File: src/rtl/rom_sequencer.sv
// Purpose : read controller for a 1-cycle registered lookup ROM; steps the
//           address at a programmable rate with run/stop, single-step, load,
//           and wrap or bounce sequencing.
// Latency : o_valid is high one cycle after each o_rom_en cycle, in the
//           cycle the ROM's DATA_OUT holds that word.
// Backpressure: none; reads are paced only by the prescaler (i_div) or by
//           i_step, and downstream must capture on o_valid.
//
// Ports:
//   i_clk        system clock, rising edge
//   i_rst_n      synchronous active-low reset
//   i_start      IDLE -> RUN (samples i_dir)
//   i_stop       RUN -> IDLE
//   i_step       one read while IDLE
//   i_load       load address from i_load_addr (samples i_dir)
//   i_load_addr  load value
//   i_dir        1 = up, 0 = down
//   i_mode       0 = wrap, 1 = bounce (live)
//   i_div        read period minus 1 (live)
//   o_rom_addr   to ROM ADDR
//   o_rom_en     to ROM EN, one-cycle pulse per read
//   o_valid      ROM DATA_OUT holds the word for the previous read
//   o_running    high while in RUN
//   o_wrap       pulse with the o_valid of a rollover/reversal read
module rom_sequencer #(
  parameter int ADDR_BITS = 8,
  parameter int DIV_BITS  = 24
) (
  input  logic                 i_clk,
  input  logic                 i_rst_n,
  input  logic                 i_start,
  input  logic                 i_stop,
  input  logic                 i_step,
  input  logic                 i_load,
  input  logic [ADDR_BITS-1:0] i_load_addr,
  input  logic                 i_dir,
  input  logic                 i_mode,
  input  logic [DIV_BITS-1:0]  i_div,
  output logic [ADDR_BITS-1:0] o_rom_addr,
  output logic                 o_rom_en,
  output logic                 o_valid,
  output logic                 o_running,
  output logic                 o_wrap
);

  typedef enum logic {
    S_IDLE = 1'b0,
    S_RUN  = 1'b1
  } state_t;

  localparam logic [ADDR_BITS-1:0] ADDR_MAX = '1;
  localparam logic [ADDR_BITS-1:0] ADDR_ONE = ADDR_BITS'(1);
  localparam logic [DIV_BITS-1:0]  DIV_ONE  = DIV_BITS'(1);

  state_t               r_state;
  logic [DIV_BITS-1:0]  r_pcnt;
  logic                 r_dir;
  logic [ADDR_BITS-1:0] r_rom_addr;
  logic                 r_rom_en;
  logic                 r_valid;
  logic                 r_wrap;

  logic [ADDR_BITS-1:0] w_next_addr;
  logic                 w_at_end;
  logic                 w_flip;
  logic                 w_pcnt_hit;

  // Address step for the read currently on the bus. Being at the end we are
  // moving towards is a rollover in wrap mode and a reversal in bounce mode.
  always_comb begin
    w_at_end = r_dir ? (r_rom_addr == ADDR_MAX) : (r_rom_addr == '0);
    w_flip   = w_at_end & i_mode;
    if (w_flip) begin
      w_next_addr = r_dir ? (ADDR_MAX - ADDR_ONE) : ADDR_ONE;
    end else begin
      w_next_addr = r_dir ? (r_rom_addr + ADDR_ONE) : (r_rom_addr - ADDR_ONE);
    end
  end

  // >= rather than == so that lowering i_div below the current count fires
  // at once instead of running the counter all the way round.
  assign w_pcnt_hit = (r_pcnt >= i_div);

  always_ff @(posedge i_clk) begin
    if (!i_rst_n) begin
      r_state    <= S_IDLE;
      r_pcnt     <= '0;
      r_dir      <= 1'b1;
      r_rom_addr <= '0;
      r_rom_en   <= 1'b0;
      r_valid    <= 1'b0;
      r_wrap     <= 1'b0;
    end else begin
      // Completion of the read issued last cycle happens regardless of the
      // command below; the command assignments further down take precedence
      // over the address/direction update (LOAD, START re-sample).
      r_valid <= r_rom_en;
      r_wrap  <= r_rom_en & w_at_end;
      if (r_rom_en) begin
        r_rom_addr <= w_next_addr;
        if (w_flip) r_dir <= ~r_dir;
      end

      if (i_load) begin
        r_rom_addr <= i_load_addr;
        r_dir      <= i_dir;
        r_pcnt     <= '0;
        r_rom_en   <= 1'b0;
      end else if (i_stop) begin
        r_state  <= S_IDLE;
        r_rom_en <= 1'b0;
      end else begin
        case (r_state)
          S_IDLE: begin
            if (i_start) begin
              r_state  <= S_RUN;
              r_pcnt   <= '0;
              r_dir    <= i_dir;
              r_rom_en <= 1'b0;
            end else begin
              r_rom_en <= i_step;
            end
          end
          S_RUN: begin
            if (w_pcnt_hit) begin
              r_pcnt   <= '0;
              r_rom_en <= 1'b1;
            end else begin
              r_pcnt   <= r_pcnt + DIV_ONE;
              r_rom_en <= 1'b0;
            end
          end
          default: begin
            r_state  <= S_IDLE;
            r_rom_en <= 1'b0;
          end
        endcase
      end
    end
  end

  assign o_rom_addr = r_rom_addr;
  assign o_rom_en   = r_rom_en;
  assign o_valid    = r_valid;
  assign o_running  = (r_state == S_RUN);
  assign o_wrap     = r_wrap;

endmodule

File: config.mk
export PLATFORM = sky130hd
export DESIGN_NAME = rom_sequencer
export DESIGN_NICKNAME = d
export VERILOG_FILES = /design/src/rtl/rom_sequencer.sv
export SDC_FILE = /design/constraint.sdc
export NUM_CORES = 1
export LEC_CHECK = 0
export ABC_CLOCK_PERIOD_IN_PS = 4610
export CAP_MARGIN = 25
export CORE_ASPECT_RATIO = 0.6
export CORE_UTILIZATION = 25
export DETAILED_ROUTE_END_ITERATION = 16
export DONT_BUFFER_PORTS = 1
export PLACE_DENSITY = 0.44
export SLEW_MARGIN = 20
export SYNTH_ARGS = -nofsm -noshare
export SYNTH_HDL_FRONTEND = slang
export SYNTH_SLANG_ARGS = --single-unit
File: constraint.sdc
create_clock -name i_clk -period 4.61 [get_ports i_clk]
set_clock_uncertainty 0.15 [all_clocks]
set_input_delay 0.922 -clock i_clk [delete_from_list [all_inputs] [get_ports i_clk]]
set_output_delay 0.922 -clock i_clk [all_outputs]
set_load 0.01 [all_outputs]
==> out/metrics.sh <==
YS_FF_LATCH=37
POST-ROUTE-DRC-COUNT=0
WORSTSKEWPAIRLATENCY_NS=0.28
TIMING.CRITICAL_PATH.ARRIVAL_NS=3.15
FINISH.NET_COUNT=436
POWER.DENSITY_nW_PER_UM2=240
LAYOUT_WORST_PATH_CYCLE_SHARE_PCT=67.5
CTSROOTBUFFERMASTER='clkbuf_16'
HOLD_PATH_STARTPOINT='r_pcnt[23]'
FINAL-MAX-SLEW-VIOLATION-COUNT=0
CAP_VIOL_MAX_COUNT=0
CTS.CLK_SLEW.WORST_PATHS_NS=0.06
GRT_MAX_DEGREE=41
INSERTEDDIODECOUNT=0
FINALCRITICALPERIOD_NS=3.11
SETUP-TNS-FINAL_NS=0
ASYNC_RESET_FF_SHARE_PCT=0
SYNTHCELLS=367
POST-SYNTH-TOP-AREA-FRACTION_PCT=25.9
POST_SYNTH_NUM_CELL_TYPES=53
START_KIND='primary input'
GRT_FIRST_PASS_WIRELENGTH_MICRONS=13100
WL_PER_CELL_MICRONS=15.6
CTS_MADE_BUFFERS=5
GRT_OVERFLOW_TOTAL=0
PATH_CLASS='primary input to flop'
GP_CONGESTION=0.784
FIN_UTIL_PCT=29.0
DR.PASS1.ITERS=4
CRIT_PATH_START='i_div[17]'
ANT_NETS=0
INITIAL_ANTENNA_VIOLATION_COUNT=0
NUMBER_OF_GLOBAL_ROUTE_VIAS_BEFORE_REPAIR=2501
DRT-INITIAL-DRC-COUNT=175
LEAKAGEPOWER_nW=1.25
CORE_REGION_AREA_SQ_UM=10800
FRACTION_OF_FINAL_LAYOUT_CELLS_SIZED_BEYOND_DRIVE_STRENGTH_1_PCT=5.23
POST_SYNTH.CELL_AREA_AVG_SQ_UM=7.80
CP_DATA_REQUIRED_TIME_NS=4.65
LAYOUT_COMMONEST_CELL='dfxtp_1'
HTREE_LEVELS=2
INITIAL_UTIL_PCT=26.4
LAYOUT.CELLS.MOST_COMMON_LIST='dfxtp_1, inv_1, nand2_1, ha_1, a21oi_1'
FINAL_SETUP_VIOLATION_COUNT=0
GRT_SETUP_UNREPAIRED='false'
R2R-START='r_pcnt[19]'
SYNTHESIS.AREA_SQ_UM=2860
SYNTHTOLAYOUTAREAGROWTH_PCT=9.88
TRACK_USAGE_PCT=14.2
TOTAL_I_O_PIN_COUNT=52
CTS.REPAIR.RESIZED=0
WORST_HOLD_PATH_TYPE='flop to flop'
TIGHTESTPINTRANSITION_NS=0.659
POST_CTS_SETUP_REPAIR_BUFS=0
DIE_Y_MICRONS=84.9
VIAS=2619
SYNTH_ENABLE_FLOP_CELLS=0
IR_WORST_VDD_mV=0.113
YOSYS_WARNINGS=0
NETLIST_TOP_CELLS_AREA='dfxtp_1, ha_1, a31oi_1'
TOTAL_DIE_AREA_SQ_UM=11900
POSTSYNTHNETCOUNT=439
VIA_PER_INST=5.22
REPORT.FINAL.HOLD_VIOL_COUNT=0
SYNTH.YOSYS.SEQ_AREA_SHARE_PCT=25.9
YOSYSTOPAREACELL='dfxtp_1'
TRITONCTS_CLOCK_TREE='done'
FINAL_HPWL_DP_MICRONS=5990
WORST_SLEW_MARGIN_REL_PCT=55.7
CTS_MAX_PATH_BUFFERS=2
PORT-BUFFER-COUNT=0
DESIGN_POWER_TOTAL_W=0.000755
DIEWIDTH_MICRONS=140
POSTROUTEWIRELENGTH_MICRONS=7820
SYNTH-MAIN-FF-CELL='dfxtp_1'
CLOCK_SINK_COUNT=37
MAXCLOCKFREQUENCY_MHz=321
NUM-FILL-CELLS=1171
NUM_ROWS=29
CRITPATHMAXFANOUT=28
POST_CTS_HOLD_BUFFER_COUNT=0
STATUS='complete, no violations'
ENDPOINT_TYPE_OF_THE_WORST_SETUP_PATH='flop'
layout make-up:
cell class | count | area [sq um] | share of cell area (%)
inverters | 35 | 131 | 4.18
repair buffers | 2 | 15.0 | 0.477
flip-flops and latches | 37 | 741 | 23.5
well taps | 139 | 174 | 5.53
clock buffers | 5 | 125 | 3.98
multi-input cells | 283 | 1950 | 62.1
clock inverters | 1 | 5.00 | 0.159
cells in the mapped netlist, types with 4 or more instances:
| master | number |
|---|---|
| dfxtp_1 | 37 |
| inv_1 | 35 |
| ha_1 | 31 |
| nand2_1 | 31 |
| a21oi_1 | 25 |
| a31oi_1 | 24 |
| nor2_1 | 20 |
| nand3_1 | 19 |
| nand4_1 | 16 |
| nor3_1 | 16 |
| o211ai_1 | 9 |
| clkbuf_1 | 7 |
| nand3b_1 | 7 |
| o21ai_0 | 7 |
| a21o_1 | 6 |
| and2_1 | 5 |
| o21ai_1 | 5 |
| xnor2_1 | 5 |
| and3_1 | 4 |
| buf_2 | 4 |
| o21a_1 | 4 |
| or3_1 | 4 |
worst max-delay path, stage by stage:
cell and delay, ns:
inv_1 0.02, ha_1 0.30, nand4_1 0.19, nor4_1 0.13, and4_1 0.25, a211oi_2 0.41, buf_4 0.38, nand2_1 0.23
o311ai_1 0.30
report_power, final:
group / total (W) / internal [W] / switching [W] / leakage (nW)
Clock: 0.000327 / 0.000193 / 0.000134 / 0.0655
Sequential: 0.000341 / 0.000326 / 0.0000146 / 0.300
Combinational: 0.0000868 / 0.0000366 / 0.0000502 / 0.886
per-stage QoR:
step | area, sq um | setup slack [ns] | std cells | hold WS [ns]
floorplan | 2860 | 1.83 | 367 | 0.293
detailed placement | 3020 | 1.24 | 496 | 0.313
finish | 3150 | 1.50 | 502 | 0.315
global route | 3150 | 1.32 | 502 | 0.336
global placement | 3020 | 1.31 | 496 | 0.334
CTS | 3150 | 1.54 | 502 | 0.322
layer usage:
metal / track usage (%) / part of all wire, % / vias to the layer above
met2: 18.3 / 37 / 63
li1: - / - / 1346
met5: 0 / 0 / -
met3: 3.44 / 5.5 / 8
met4: 5.09 / 1.3 / 0
met1: 22.0 / 56 / 1202
logic make-up after synthesis:
logic type / after synthesis / synth area share, %
simple gates: 145 / 28.2
fa+ha+maj: 32 / 14.2
compound gates: 97 / 22.4
buf+inv: 47 / 6.47
mux: 2 / 0.699
xor+xnor: 7 / 2.14
flops: 37 / 25.9
registers in the layout, indices dropped and copies added, names as in the netlist:
name	flops
o_rom_addr	8
r_dir	1
o_running	1
r_pcnt	24
o_wrap	1
o_rom_en	1
o_valid	1
worst paths after layout:
| check | slack [ns] | depth (start not counted) | endpoint |
|---|---|---|---|
| setup / recovery | 1.50 | 9 | r_pcnt[20] |
| hold / removal | 0.31 | 1 | r_pcnt[23] |
| setup reg to reg | 1.78 | 8 | r_pcnt[20] |
| hold reg to reg | 0.31 | 1 | r_pcnt[23] |
No activity file was read; power rests on OpenSTA's default activity.
